**config.mk**
```make
export PLATFORM = sky130hd
export DESIGN_NAME = planificador_tx_p2s_flat
export DESIGN_NICKNAME = d
export VERILOG_FILES = /design/src/rtl/planificador_tx_p2s_if.sv /design/src/rtl/planificador_tx_p2s.sv /design/src/flat_wrapper.sv
export SDC_FILE = /design/constraint.sdc
export NUM_CORES = 1
export LEC_CHECK = 0
export BUFFER_PORTS_ARGS = -buffer_cell sky130_fd_sc_hd__buf_2
export CORE_UTILIZATION = 53
export DETAILED_ROUTE_END_ITERATION = 10
export GPL_TIMING_DRIVEN = 0
export HOLD_SLACK_MARGIN = 0.03
export PLACE_DENSITY = 0.83
export SLEW_MARGIN = 5
export SYNTH_ARGS = -nofsm -noshare
export SYNTH_HDL_FRONTEND = slang
export SYNTH_SLANG_ARGS = --single-unit
export TNS_END_PERCENT = 10
```
**constraint.sdc**
```tcl
create_clock -name clk_4f -period 2.5 [get_ports clk_4f]
set_input_delay 0.5 -clock clk_4f [delete_from_list [all_inputs] [get_ports clk_4f]]
set_output_delay 0.5 -clock clk_4f [all_outputs]
set_load 0.02 [all_outputs]
```
**src/rtl/planificador_tx_p2s_if.sv**
```systemverilog
// Byte-request and serializer-feed bundle of the transmit scheduler.
// master: requester/consumer side; slave: the scheduler itself.
interface planificador_tx_p2s_if;
    logic [7:0] data_in0;
    logic       valid_in0;
    logic       ready0;
    logic [7:0] data_in1;
    logic       valid_in1;
    logic       ready1;
    logic [7:0] data_out;
    logic       valid_out;
    logic       lane_out;
    logic       sync_done;

    modport master (
        output data_in0, valid_in0, data_in1, valid_in1,
        input  ready0, ready1, data_out, valid_out, lane_out, sync_done
    );

    modport slave (
        input  data_in0, valid_in0, data_in1, valid_in1,
        output ready0, ready1, data_out, valid_out, lane_out, sync_done
    );
endinterface

```
**src/rtl/planificador_tx_p2s.sv**
```systemverilog
// Transmit scheduler for the paralelo_serial lane: sends a comma training
// burst after reset, then shares the byte slot between two requesters with
// round-robin arbitration, inserting a comma every SYNC_INTERVAL slots.
module planificador_tx_p2s #(
    parameter logic [7:0] COMMA         = 8'hBC,
    parameter logic [7:0] IDLE          = 8'h7C,
    parameter int         N_SYNC        = 4,
    parameter int         SYNC_INTERVAL = 64
) (
    input  logic                 clk_4f,
    input  logic                 reset,
    planificador_tx_p2s_if.slave bus
);
    localparam int SYNC_W = ($clog2(N_SYNC + 1) > 3) ? $clog2(N_SYNC + 1) : 3;
    localparam int INT_W  = (SYNC_INTERVAL > 1) ? $clog2(SYNC_INTERVAL) : 1;
    localparam logic [SYNC_W-1:0] SYNC_LAST = SYNC_W'(N_SYNC - 1);
    localparam logic [INT_W-1:0]  INT_LAST  =
        (SYNC_INTERVAL > 0) ? INT_W'(SYNC_INTERVAL - 1) : '0;
    localparam bit INT_EN = (SYNC_INTERVAL != 0);

    typedef enum logic [1:0] {ST_RST, ST_SYNC, ST_ACTIVE} state_t;

    state_t            state_q, state_d;
    logic [7:0]        data_q, data_d;
    logic              valid_q, valid_d;
    logic              lane_q, lane_d;
    logic              sync_done_q, sync_done_d;
    logic              rr_q, rr_d;          // 0: lane 0 wins a tie, 1: lane 1
    logic [SYNC_W-1:0] sync_cnt_q, sync_cnt_d;
    logic [INT_W-1:0]  int_cnt_q, int_cnt_d;
    logic              comma_slot;
    logic              gnt0, gnt1;

    // Slot classification, grant decision and next-state/output computation
    always_comb begin
        state_d     = state_q;
        data_d      = data_q;
        valid_d     = 1'b0;
        lane_d      = lane_q;
        sync_done_d = sync_done_q;
        rr_d        = rr_q;
        sync_cnt_d  = sync_cnt_q;
        int_cnt_d   = int_cnt_q;
        comma_slot  = INT_EN && (int_cnt_q == INT_LAST);
        gnt0        = 1'b0;
        gnt1        = 1'b0;

        // Ready is suppressed while reset is asserted so no requester sees
        // an acceptance for a byte that reset is about to discard.
        if (state_q == ST_ACTIVE && !comma_slot && !reset) begin
            gnt0 = bus.valid_in0 && (!bus.valid_in1 || !rr_q);
            gnt1 = bus.valid_in1 && (!bus.valid_in0 ||  rr_q);
        end

        case (state_q)
            ST_RST: begin
                state_d     = ST_SYNC;
                data_d      = IDLE;
                sync_done_d = 1'b0;
                rr_d        = 1'b0;
                sync_cnt_d  = '0;
                int_cnt_d   = '0;
            end
            ST_SYNC: begin
                data_d      = COMMA;
                sync_done_d = 1'b0;
                sync_cnt_d  = sync_cnt_q + 1'b1;
                if (sync_cnt_q == SYNC_LAST) begin
                    state_d = ST_ACTIVE;
                end
            end
            ST_ACTIVE: begin
                sync_done_d = 1'b1;
                if (comma_slot) begin
                    data_d    = COMMA;
                    int_cnt_d = '0;
                end else begin
                    int_cnt_d = INT_EN ? (int_cnt_q + 1'b1) : '0;
                    if (gnt0) begin
                        data_d  = bus.data_in0;
                        valid_d = 1'b1;
                        lane_d  = 1'b0;
                        rr_d    = 1'b1;
                    end else if (gnt1) begin
                        data_d  = bus.data_in1;
                        valid_d = 1'b1;
                        lane_d  = 1'b1;
                        rr_d    = 1'b0;
                    end else begin
                        data_d = IDLE;
                    end
                end
            end
            default: begin
                state_d = ST_RST;
            end
        endcase
    end

    // State and registered outputs; reset overrides any in-flight byte
    always_ff @(posedge clk_4f) begin
        if (reset) begin
            state_q     <= ST_RST;
            data_q      <= IDLE;
            valid_q     <= 1'b0;
            lane_q      <= 1'b0;
            sync_done_q <= 1'b0;
            rr_q        <= 1'b0;
            sync_cnt_q  <= '0;
            int_cnt_q   <= '0;
        end else begin
            state_q     <= state_d;
            data_q      <= data_d;
            valid_q     <= valid_d;
            lane_q      <= lane_d;
            sync_done_q <= sync_done_d;
            rr_q        <= rr_d;
            sync_cnt_q  <= sync_cnt_d;
            int_cnt_q   <= int_cnt_d;
        end
    end

    assign bus.ready0    = gnt0;
    assign bus.ready1    = gnt1;
    assign bus.data_out  = data_q;
    assign bus.valid_out = valid_q;
    assign bus.lane_out  = lane_q;
    assign bus.sync_done = sync_done_q;
endmodule

```
**src/flat_wrapper.sv**
```systemverilog
// flat-port wrapper written by rule: the top's interface ports become plain ports
module planificador_tx_p2s_flat 
#(
    parameter logic [7:0] COMMA         = 8'hBC,
    parameter logic [7:0] IDLE          = 8'h7C,
    parameter int         N_SYNC        = 4,
    parameter int         SYNC_INTERVAL = 64
)
  (clk_4f, reset, bus_data_in0, bus_valid_in0, bus_data_in1, bus_valid_in1, bus_ready0, bus_ready1, bus_data_out, bus_valid_out, bus_lane_out, bus_sync_done);
  planificador_tx_p2s_if bus_i ();
  input  logic clk_4f;
  input  logic reset;
  input wire logic [$bits(bus_i.data_in0)-1:0] bus_data_in0;
  input wire logic [$bits(bus_i.valid_in0)-1:0] bus_valid_in0;
  input wire logic [$bits(bus_i.data_in1)-1:0] bus_data_in1;
  input wire logic [$bits(bus_i.valid_in1)-1:0] bus_valid_in1;
  output wire logic [$bits(bus_i.ready0)-1:0] bus_ready0;
  output wire logic [$bits(bus_i.ready1)-1:0] bus_ready1;
  output wire logic [$bits(bus_i.data_out)-1:0] bus_data_out;
  output wire logic [$bits(bus_i.valid_out)-1:0] bus_valid_out;
  output wire logic [$bits(bus_i.lane_out)-1:0] bus_lane_out;
  output wire logic [$bits(bus_i.sync_done)-1:0] bus_sync_done;
  assign bus_i.data_in0 = bus_data_in0;
  assign bus_i.valid_in0 = bus_valid_in0;
  assign bus_i.data_in1 = bus_data_in1;
  assign bus_i.valid_in1 = bus_valid_in1;
  assign bus_ready0 = bus_i.ready0;
  assign bus_ready1 = bus_i.ready1;
  assign bus_data_out = bus_i.data_out;
  assign bus_valid_out = bus_i.valid_out;
  assign bus_lane_out = bus_i.lane_out;
  assign bus_sync_done = bus_i.sync_done;
  planificador_tx_p2s #(.COMMA(COMMA), .IDLE(IDLE), .N_SYNC(N_SYNC), .SYNC_INTERVAL(SYNC_INTERVAL)) u_core (.clk_4f(clk_4f), .reset(reset), .bus(bus_i));
endmodule
```
# --- Word-level counts from Yosys, hierarchy flattened ---
# Cells that the tools add are included.
classes:
  order_cmp: 0
  n_shift: 0
  mux: 20
  add_sub_neg: 2
  bitwise_logic: 2
  div: 0
  n_mul: 0
  reduce_logical: 22
  eq_ne: 7
ops:
  columns: ["operator", "count"]
  rows:
  - ["8-bit two-way mux", 3]
  - ["8-bit one-hot mux with 3 select lines", 1]
  - ["6-bit one-hot mux with 2 select lines", 1]
  - ["1-bit two-way mux", 9]
  - ["2-bit nonzero test", 4]
  - ["6-bit by 1-bit adder with 6-bit output, second input constant", 1]
  - ["6-bit == test, second input constant", 1]
  - ["6-bit two-way mux", 1]
  - ["2-bit one-hot mux with 3 select lines", 1]
  - ["3-bit one-hot mux with 2 select lines", 1]
  - ["3-bit AND reduction", 2]
  - ["1-bit zero test", 5]
  - ["1-bit logical AND", 4]
  - ["1-bit one-hot mux with 2 select lines", 2]
  - ["3-bit by 1-bit adder with 3-bit output, second input constant", 1]
  - ["3-bit by 2-bit == test with 1-bit output, second input constant", 1]
  - ["3-bit != test, second input constant", 1]
  - ["3-bit nonzero test", 1]
  - ["3-bit OR reduction", 1]
  - ["2-bit by 1-bit == test with 1-bit output, second input constant", 1]
  - ["2-bit == test, second input constant", 1]
  - ["2-bit zero test", 1]
  - ["1-bit logical OR", 2]
  - ["2-bit two-way mux", 1]
  - ["5 further kinds", 6]
totals:
  word_cells: 61
  regBits: 23
  ramBits: 0
  latch_bits: 0
  input_bits: 20
  out_inout_bits: 13
  romBits: 0
  memories: 0

# --- Logic depth before layout (Yosys ltp) ---
# Gate-level depths: netlist of the first run.
depth:
  ltp_word: 9
  ltp_mapped: 7
  mapped_depth_nobuf: 7

# --- Worst setup path before layout of the first run ---
# No wires, ideal clock.
synth_path:
  kind: "reg2out"
  start: "reg u_core.state_q[0]"
  end: "out bus_ready0"
  path_slack_ps: 808
  n_path_buf: 0
  t_arrival_ps: 1192
  stages_incl_launch_ff: 6
  path_cell_list: "dfxtp_1 -> inv_1 -> ha_1 -> and2b_1 -> o211ai_2 -> inv_1"
synth_between:
  elab_chain_len: 4
synth_rtl:
  columns: ["element", "line_no", "rtl"]
  rows:
  - ["from (decl)", "planificador_tx_p2s.sv:23", "state_t state_q, state_d;"]
  - ["from (signal assigned)", "planificador_tx_p2s.sv:112", "state_q <= state_d;"]
  - ["2-bit == test", "planificador_tx_p2s.sv:50", "if (state_q == ST_ACTIVE && !comma_slot && !reset) begin"]
  - ["1-bit logical AND (2 in series)", "planificador_tx_p2s.sv:50", null]
  - ["1-bit two-way mux", "planificador_tx_p2s.sv:50", null]
  - ["to (decl)", "flat_wrapper.sv:17", "output wire logic [$bits(bus_i.ready0)-1:0] bus_ready0;"]
# No other way between the ends.

# --- Final worst setup path of the first run ---
# Ends and elaborated chain as after synthesis.

==> results of run 1 <==
## worst max path at each step
stage	start	to	slack (ns)	depth (start not counted)
2_1_floorplan	u_core.state_q[0]	bus_ready0	0.81	5
3_3_place_gp	bus_valid_in0	bus_ready0	0.53	5
3_5_place_dp	bus_valid_in0	bus_ready0	0.50	5
4_1_cts	u_core.state_q[0]	bus_ready0	0.16	6
5_1_grt	u_core.state_q[0]	bus_ready0	0.05	6
6_report	u_core.state_q[0]	bus_ready0	0.20	6
## what timing repair did
item / in CTS / in global routing
setup buffers: 0 / 0
endpoints found under the setup margin: 0 / 1
gates resized for setup: 0 / 1
## layout make-up
type	count	area, sq um
plain buffers	6	23.8
multi-input cells	105	728
clock buffers	4	26.3
inverters	9	33.8
fillers	195	744
repair buffers	32	160
well taps	28	35.0
flip-flops and latches	23	460
## cells in the mapped netlist, drive strengths merged (2+ instances only)
library cell / count / area [sq um]
and3: 3 / 25.0
a22oi: 2 / 15.0
nand4: 8 / 50.1
nand2: 7 / 26.3
o21ai: 6 / 30.0
ha: 7 / 87.6
dfxtp: 23 / 460
o41ai: 2 / 25.0
nor2: 15 / 56.3
nand3: 7 / 40.0
buf: 3 / 12.5
nor3b: 3 / 22.5
inv: 9 / 33.8
a31oi: 2 / 12.5
a21boi: 2 / 37.5
nand2b: 5 / 31.3
a31o: 2 / 17.5
nor3: 4 / 20.0
or2: 3 / 21.3
o32ai: 2 / 17.5
mux2i: 2 / 20.0
nor2b: 3 / 18.8
a21oi: 8 / 40.0
clkbuf: 3 / 11.3
## registers in the layout, indices dropped and copies added (netlist names)
| signal | flops |
|---|---|
| u_core.rr_q | 1 |
| u_core.bus.valid_out | 1 |
| u_core.sync_cnt_q | 3 |
| u_core.bus.sync_done | 1 |
| u_core.state_q | 2 |
| u_core.int_cnt_q | 6 |
| u_core.bus.lane_out | 1 |
| u_core.bus.data_out | 8 |
## per-stage QoR
stage / instances / hold slack, ns / total power [uW] / worst slack [ns] / util, %
floorplan: 143 / 0.455 / 463 / 0.808 / -
global placement: 203 / 0.464 / 499 / 0.530 / 64.8
detailed placement: 203 / 0.471 / 503 / 0.497 / 64.8
CTS: 207 / 0.435 / 673 / 0.155 / 66.0
global route: 207 / 0.437 / 699 / 0.0477 / 66.3
finish: 207 / 0.436 / 670 / 0.196 / 66.3
## routing by layer
layer / up-vias / wire, um / global-route usage (%)
met5: - / 0 / 0
met4: 0 / 38 / 9.72
met3: 7 / 141 / 5.15
met2: 30 / 1370 / 42.4
met1: 585 / 1240 / 30.0
li1: 594 / - / -
## where the power goes
group / switching, uW / leakage, uW / internal (uW)
registers: 6.75 / 0.000187 / 379
clock network: 112 / 0.0000150 / 62.3
logic: 63.6 / 0.000402 / 46.8
total: 183 / 0.000603 / 488
## cell families (layout without fill, tap and decap cells)
| group | count (synthesis) | in the layout |
|---|---|---|
| adders and majority gates | 7 | 7 |
| DFF | 23 | 23 |
| AOI/OAI and AO/OA | 35 | 35 |
| buffers and inverters | 15 | 51 |
| and+or+nand+nor | 61 | 61 |
| muxes | 2 | 2 |
## critical path, delay by kind of cell, from the launching register on
family | cells | cell delay, ns
fa+ha+maj | 1 | 0.25
flops | 1 | 0.35
compound gates | 1 | 0.15
simple gates | 1 | 0.26
buf+inv | 3 | 0.48
==> impl_metrics.csv, run 1 <==
group,metric,value,unit
critical_path,max_stage_delay,0.35,ns
route,via_count,1216,
place,globalplace.congestion,0.844,
logic_synthesis,ys_ff_latch,23,
route,ant_nets,0,
floorplanning,die_y,50.3,um
route,viasPerCell,5.87,
critical_path,slowest_stage,"dfxtp_1",
sta,rsz0062_at_grt,"no",
logic_synthesis,synth_xor_xnor_area_share,0,%
route,drt_iter0_markers,36,
critical_path,r2r_end,"u_core.bus.data_out[3]",
critical_path,cp_cell_sequence,"inv_1 -> ha_1 -> and2b_1 -> o211ai_4 -> inv_1 -> buf_2",
critical_path,path_class,"reg2out",
job,max_cap_viol_count,0,
critical_path,worstRegToRegCells,7,
logic_synthesis,synth_compound_area_share,22.3,%
hold_path,min_from,"bus_data_in0[5]",
clock_tree,clock_path_buffers,2,
logic_synthesis,synthAdderAreaFrac,7.08,%
floorplanning,die_x,50.3,um
sta,period_needed,2.30,ns
sta,fin_crit_sh,92.2,%
logic_synthesis,muxShareOfSynthArea,1.62,%
global_route,grt_pass1_wl,4860,um
route,post_drt_wl_per_cell,13.5,um
place,io_buffers,32,
global_route,antenna_found_initial,0,
place,placed_area,0.00143,sq mm
logic_synthesis,syn_area,0.00124,sq mm
logic_synthesis,avgSynthCellArea,8.65,sq um
route,dr.pass1.iters,5,
sta,slew_viol_final,0,
critical_path,end_kind,"output port",
global_route,grt_max_degree,13,
sta,max-slew-margin-rel,64.7,%
logic_synthesis,synth-simple-area-share,27.1,%
logic_synthesis,synth_ff_type,"dfxtp_1",
sta,final-setup-viol-count,0,
status,status,"finished clean",
critical_path,reg2reg_from,"u_core.state_q[1]",
power_and_ir_drop,leakage,0.000603,uW
hold_path,min_to,"u_core.bus.data_out[5]",
clock_tree,hold_buffers,0,
critical_path,worstPathMaxFanout,7,
floorplanning,rows,17,
final_layout,layout-drive-gt1-share,27.4,%
floorplanning,start_util,55.9,%
sta,fin_skew,0.00526,ns
sta,fmax,0.434,GHz
hold_path,hold_class,"in2reg",
global_route,grt_pass1_vias,1198,
route,wirelength,2790,um
critical_path,crit_top_cell,"inv_1",
clock_tree,insertion_delay,0.31,ns
floorplanning,pin_count,33,
final_layout,postLayoutCellArea,0.00147,sq mm
floorplanning,dieArea,0.00253,sq mm
final_layout,areaGrowthSynthToFinish,18.6,%
critical_path,start_kind,"flip-flop",
clock_tree,cts_num_sinks,23,
final_layout,nNetsFinal,207,
logic_synthesis,synth-edff-count,0,
critical_path,rrSetupSlack,0.69,ns
final_layout,final_cell_mix,"buf_2 (33), dfxtp_1 (23), nor2_1 (15)",
route,drc_errors,0,
sta,tightestPinTransition,0.525,ns
final_layout,insertedDiodeCount,0,
logic_synthesis,ys_async_sr_fraction,0,%
critical_path,cp.required,2.00,ns
clock_tree,cts.root.buffer_cell,"clkbuf_4",
hold_path,hold_depth,3,
sta,setup_tns,0,ns
logic_synthesis,ys_types,43,
final_layout,final_common_cell,"buf_2",
power_and_ir_drop,p_per_area,457,mW/mm^2
sta,hold_violations,0,
clock_tree,cts_buffers,3,
clock_tree,cts_tree,"built",
global_route,gr-total-overflow,0,
floorplanning,core_area,0.00221,sq mm
clock_tree,path_clk_slew,0.13,ns
global_route,track_usage,24.8,%
logic_synthesis,syn_inst,143,
place,hpwl,2100,um
logic_synthesis,synth_top_family_by_area,"simple AND/OR/NAND/NOR gates",
critical_path,crit_arrival,1.80,ns
power_and_ir_drop,irDropWorstVdd,0.000253,V
logic_synthesis,synth_fp_nets,170,
logic_synthesis,ys_warn_count,0,
clock_tree,htree_levels,1,
logic_synthesis,ys_seq_area_share,37.2,%
Note: power is estimated with default switching activity, not from simulation.
==> run 2: changes to the inputs <==
--- a/config.mk
+++ b/config.mk
@@ -7,6 +7,7 @@
 export LEC_CHECK = 0
 export BUFFER_PORTS_ARGS = -buffer_cell sky130_fd_sc_hd__buf_2
 export CORE_UTILIZATION = 53
+export CTS_BUF_LIST = sky130_fd_sc_hd__clkbuf_16
 export DETAILED_ROUTE_END_ITERATION = 10
 export GPL_TIMING_DRIVEN = 0
 export HOLD_SLACK_MARGIN = 0.03
==> run 2 against run 1 <==
  * Flip-flop and latch count is the same
  * Wire length grew 5.0%
  * Combinational power is essentially flat
  * Critical path type unchanged
  * Die area is the same
  * Highest routed layer unchanged
  * First-iteration DRC count grew 2.8%
  * Sequential share of layout area shrank 0.91 points
  * Critical path depth is the same
  * Total power grew 25%
==> impl_metrics.csv, run 2 (synthesized netlist as in run 1, its figures left out) <==
group,metric,value,unit
sta,period_needed,2.30,ns
route,post_drt_wl_per_cell,14.1,um
critical_path,critPathLaunch,"u_core.state_q[0]",
global_route,track_usage,25.3,%
critical_path,worstPathMaxFanout,7,
route,wl_met1,1290,um
sta,fin_skew,0.00282,ns
clock_tree,insertion_delay,0.25,ns
job,max_cap_viol_count,0,
final_layout,insertedDiodeCount,0,
critical_path,crit_family,"buffers and inverters",
clock_tree,clock_path_buffers,2,
place,placed_area,0.00143,sq mm
critical_path,end_kind,"output port",
floorplanning,core_area,0.00221,sq mm
sta,whs,0.479,ns
critical_path,cp.required,2.00,ns
sta,fin_crit_sh,92.0,%
route,via_count,1236,
critical_path,start_kind,"flip-flop",
place,hpwl,2100,um
floorplanning,rows,17,
power_and_ir_drop,p_sw_share,23.8,%
final_layout,postLayoutCellArea,0.00151,sq mm
route,dr.pass1.iters,4,
power_and_ir_drop,leakage,0.000634,uW
sta,final-setup-viol-count,0,
global_route,grt_pass1_wl,5000,um
sta,slew_viol_final,0,
route,ant_nets,0,
power_and_ir_drop,p_per_area,555,mW/mm^2
clock_tree,cts_buffers,3,
clock_tree,hold_buffers,0,
power_and_ir_drop,pwr-share-comb,13.3,%
route,drc_errors,0,
clock_tree,htree_levels,1,
power_and_ir_drop,p_seq_share,46.0,%
final_layout,nNetsFinal,207,
critical_path,reg2reg_from,"u_core.state_q[1]",
final_layout,areaGrowthSynthToFinish,22.1,%
power_and_ir_drop,irDropWorstVdd,0.000262,V
hold_path,min_from,"u_core.bus.data_out[7]",
critical_path,crit_top_cell,"inv_1",
clock_tree,cts_num_sinks,23,
route,met2_length,1470,um
critical_path,max_stage_delay,0.33,ns
floorplanning,die_y,50.3,um
clock_tree,cts.root.buffer_cell,"clkbuf_16",
final_layout,layout-drive-gt1-share,27.4,%
clock_tree,path_clk_slew,0.06,ns
sta,rsz0062_at_grt,"no",
sta,max-slew-margin-rel,65.0,%
floorplanning,start_util,55.9,%
final_layout,final_common_cell,"buf_2",
sta,tightestPinTransition,0.521,ns
sta,fmax,0.435,GHz
floorplanning,pin_count,33,
global_route,antenna_found_initial,0,
critical_path,crit_arrival,1.80,ns
place,io_buffers,32,
floorplanning,die_x,50.3,um
power_and_ir_drop,p_sw,199,uW
critical_path,path_class,"reg2out",
clock_tree,cts_setup_buffers,0,
critical_path,slowest_stage,"dfxtp_1",
power_and_ir_drop,p_clk_share,40.7,%
final_layout,largest_reg_flops,8,
route,viasPerCell,5.97,
final_layout,final_cell_mix,"buf_2 (33), dfxtp_1 (23), nor2_1 (15)",
status,status,"finished clean",
route,drt_iter0_markers,37,
place,globalplace.congestion,0.844,
global_route,gr-total-overflow,0,
critical_path,cp_cell_sequence,"inv_1 -> ha_1 -> and2b_1 -> o211ai_2 -> inv_1 -> buf_2",
route,highest_layer,"met4",
power_and_ir_drop,internal_power,639,uW
final_layout,fillers,182,
hold_path,hold_class,"reg2reg",
global_route,grt_pass1_vias,1213,
route,met3WireLength,130,um
clock_tree,ctsResizeCount,0,
route,wirelength,2930,um
critical_path,crit_buf_inv,3,
clock_tree,cts_tree,"built",
sta,hold_violations,0,
sta,setup_tns,0,ns
global_route,grt_max_degree,13,
floorplanning,dieArea,0.00253,sq mm
## run 2: path summary, 6_finish.rpt
path                            depth (start not counted)                endpoint  slack, ns
worst max register to register                          7  u_core.bus.data_out[2]       0.69
worst min-delay path                                    2  u_core.bus.data_out[7]       0.48
worst max-delay path                                    6              bus_ready0       0.20
worst min register to register                          2  u_core.bus.data_out[7]       0.48
## run 2: per-layer routing
metal	vias up	track usage [%]
met4	0	10.2
met3	6	3.64
met5	-	0
li1	599	-
met2	40	44.7
met1	591	30.4
## run 2: through the flow
stage	power, uW	setup WS, ns	utilization (%)	instances
2_1_floorplan	463	0.808	-	143
3_3_place_gp	499	0.530	64.8	203
3_5_place_dp	503	0.497	64.8	203
4_1_cts	838	0.226	68.3	207
5_1_grt	865	0.0613	68.3	207
6_report	838	0.200	68.3	207
## run 2: cell type report
class / instances / area (sq um) / area share (%)
Tap cell: 28 / 35.0 / 2.32
Inverter: 9 / 33.8 / 2.24
Clock inverter: 1 / 3.75 / 0.248
Sequential cell: 23 / 460 / 30.5
Multi-Input combinational cell: 105 / 719 / 47.6
Timing Repair Buffer: 32 / 160 / 10.6
Clock buffer: 3 / 75.1 / 4.97
Buffer: 6 / 23.8 / 1.57
## run 2: power groups by stage
stage / combinational [uW] / clock [uW] / sequential (uW)
floorplan: 61.0 / 0 / 402
global placement: 107 / 0 / 393
detailed placement: 109 / 0 / 394
CTS: 111 / 342 / 385
global route: 123 / 355 / 387
finish: 111 / 341 / 385
## run 2: worst register-to-register path, stage by stage, from the launching register on
cell and delay [ns]:
dfxtp_1 0.39, inv_1 0.08, ha_1 0.17, clkbuf_1 0.19, nor4b_1 0.35, o31ai_1 0.20
o21ai_0 0.21, nand3_1 0.10
==> run 3: changes to the inputs <==
--- a/config.mk
+++ b/config.mk
@@ -6,12 +6,12 @@
 export NUM_CORES = 1
 export LEC_CHECK = 0
 export BUFFER_PORTS_ARGS = -buffer_cell sky130_fd_sc_hd__buf_2
-export CORE_UTILIZATION = 53
+export CORE_UTILIZATION = 55
 export CTS_BUF_LIST = sky130_fd_sc_hd__clkbuf_16
 export DETAILED_ROUTE_END_ITERATION = 10
 export GPL_TIMING_DRIVEN = 0
 export HOLD_SLACK_MARGIN = 0.03
-export PLACE_DENSITY = 0.83
+export PLACE_DENSITY = 0.86
 export SLEW_MARGIN = 5
 export SYNTH_ARGS = -nofsm -noshare
 export SYNTH_HDL_FRONTEND = slang
==> run 3 against run 2 <==
  * Clock-buffer cell count unchanged
  * Critical path depth unchanged
  * Global-route usage up 3.0 points
  * Wire length up 8.7%
  * Total power up 0.61%
  * Flip-flop and latch count unchanged
  * Non-clock buffer count unchanged
  * Clock skew down 0.0015 ns
  * Die area down 3.5%
  * Highest routed layer unchanged
  * Sequential share of layout area unchanged
  * Cell area unchanged
==> impl_metrics.csv, run 3 (synthesized netlist as in run 1, its figures left out) <==
group,metric,value,unit
sta,fmax,0.425,GHz
clock_tree,ctsResizeCount,0,
route,drt_iter0_markers,47,
final_layout,final_common_cell,"buf_2",
sta,fin_skew,0.00131,ns
final_layout,final_cell_mix,"buf_2 (33), dfxtp_1 (23), nor2_1 (15)",
clock_tree,cts_buffers,3,
critical_path,crit_top_cell,"inv_1",
route,viasPerCell,6.00,
place,globalplace.congestion,0.830,
route,ant_nets,0,
floorplanning,die_x,49.4,um
final_layout,largest_reg_flops,8,
sta,hold_violations,0,
place,placed_area,0.00143,sq mm
floorplanning,dieArea,0.00244,sq mm
critical_path,slowest_stage,"dfxtp_1",
route,post_drt_wl_per_cell,15.5,um
floorplanning,core_area,0.00204,sq mm
clock_tree,cts_tree,"built",
status,status,"finished clean",
clock_tree,path_clk_slew,0.06,ns
clock_tree,cts.root.buffer_cell,"clkbuf_16",
global_route,grt_pass1_vias,1183,
route,via_count,1237,
final_layout,utilization,74.0,%
floorplanning,pin_count,33,
floorplanning,rows,16,
critical_path,crit_family,"buffers and inverters",
route,drc_errors,0,
place,hpwl,2250,um
power_and_ir_drop,leakage,0.000633,uW
sta,setup_tns,0,ns
final_layout,nNetsFinal,207,
clock_tree,cts_setup_buffers,0,
clock_tree,clock_path_buffers,2,
critical_path,crit_buf_inv,3,
global_route,antenna_found_initial,0,
sta,final-setup-viol-count,0,
clock_tree,insertion_delay,0.26,ns
global_route,grt_max_degree,14,
global_route,track_usage,28.2,%
job,max_cap_viol_count,0,
critical_path,worstPathMaxFanout,7,
route,dr.pass1.iters,4,
final_layout,layout-drive-gt1-share,27.9,%
sta,tightestPinTransition,0.528,ns
final_layout,insertedDiodeCount,0,
final_layout,areaGrowthSynthToFinish,22.1,%
floorplanning,start_util,60.6,%
critical_path,end_kind,"output port",
clock_tree,hold_buffers,0,
critical_path,crit_arrival,1.85,ns
critical_path,max_stage_delay,0.34,ns
floorplanning,die_y,49.4,um
critical_path,path_class,"reg2out",
sta,max-slew-margin-rel,64.5,%
route,wirelength,3180,um
sta,period_needed,2.35,ns
global_route,gr-total-overflow,0,
power_and_ir_drop,p_per_area,558,mW/mm^2
sta,slew_viol_final,0,
critical_path,start_kind,"flip-flop",
critical_path,rrSetupSlack,0.65,ns
hold_path,hold_class,"reg2reg",
global_route,grt_pass1_wl,5260,um
sta,rsz0062_at_grt,"no",
final_layout,fillers,151,
sta,fin_crit_sh,94.2,%
final_layout,postLayoutCellArea,0.00151,sq mm
power_and_ir_drop,irDropWorstVdd,0.000438,V
critical_path,cp_cell_sequence,"inv_1 -> ha_1 -> and2b_1 -> o211ai_2 -> inv_1 -> buf_2",
clock_tree,cts_num_sinks,23,
critical_path,cp.required,2.00,ns
clock_tree,htree_levels,1,
place,io_buffers,32,
[run 3: worst register-to-register path, delay by kind of cell, from the launching register on]
kind	cells	cell delay, ns
compound gates	3	0.74
buf+inv	1	0.09
simple gates	1	0.25
flops	1	0.37
fa+ha+maj	1	0.27
[run 3: worst paths after layout]
path / start / endpoint / cells after the start
max: u_core.state_q[0] / bus_ready0 / 6
min: u_core.bus.data_out[7] / u_core.bus.data_out[7] / 2
max reg2reg: u_core.state_q[0] / u_core.bus.data_out[7] / 6
min reg2reg: u_core.bus.data_out[7] / u_core.bus.data_out[7] / 2
[run 3: layout make-up]
type	instances	area [sq um]	share of cell area, %
clock buffers	3	75.1	4.97
inverters	9	33.8	2.24
multi-input cells	105	719	47.6
repair buffers	32	160	10.6
clock inverters	1	5.00	0.331
flip-flops and latches	23	460	30.5
well taps	27	33.8	2.24
plain buffers	6	23.8	1.57
[run 3: where the power goes]
group	internal, uW	switching (uW)	total (uW)	leakage (uW)
Clock	215	130	345	0.0000409
Combinational	47.1	65.9	113	0.000406
Sequential	379	7.01	386	0.000187
Total	641	202	843	0.000633
[run 3: through the flow]
stage	total power, uW	std cells	hold WS [ns]	worst slack (ns)
detailed placement	503	202	0.466	0.488
CTS	843	206	0.475	0.174
floorplan	463	143	0.455	0.808
finish	843	206	0.474	0.146
global route	875	206	0.510	0.0255
global placement	498	202	0.461	0.499
[run 3: routing by layer]
metal | vias up | global-route usage [%] | part of all wire, %
li1 | 593 | - | -
met1 | 577 | 33.9 | 41
met2 | 58 | 49.1 | 50
met3 | 9 | 4.98 | 6.4
met4 | 0 | 11.9 | 2.2
met5 | - | 0 | 0
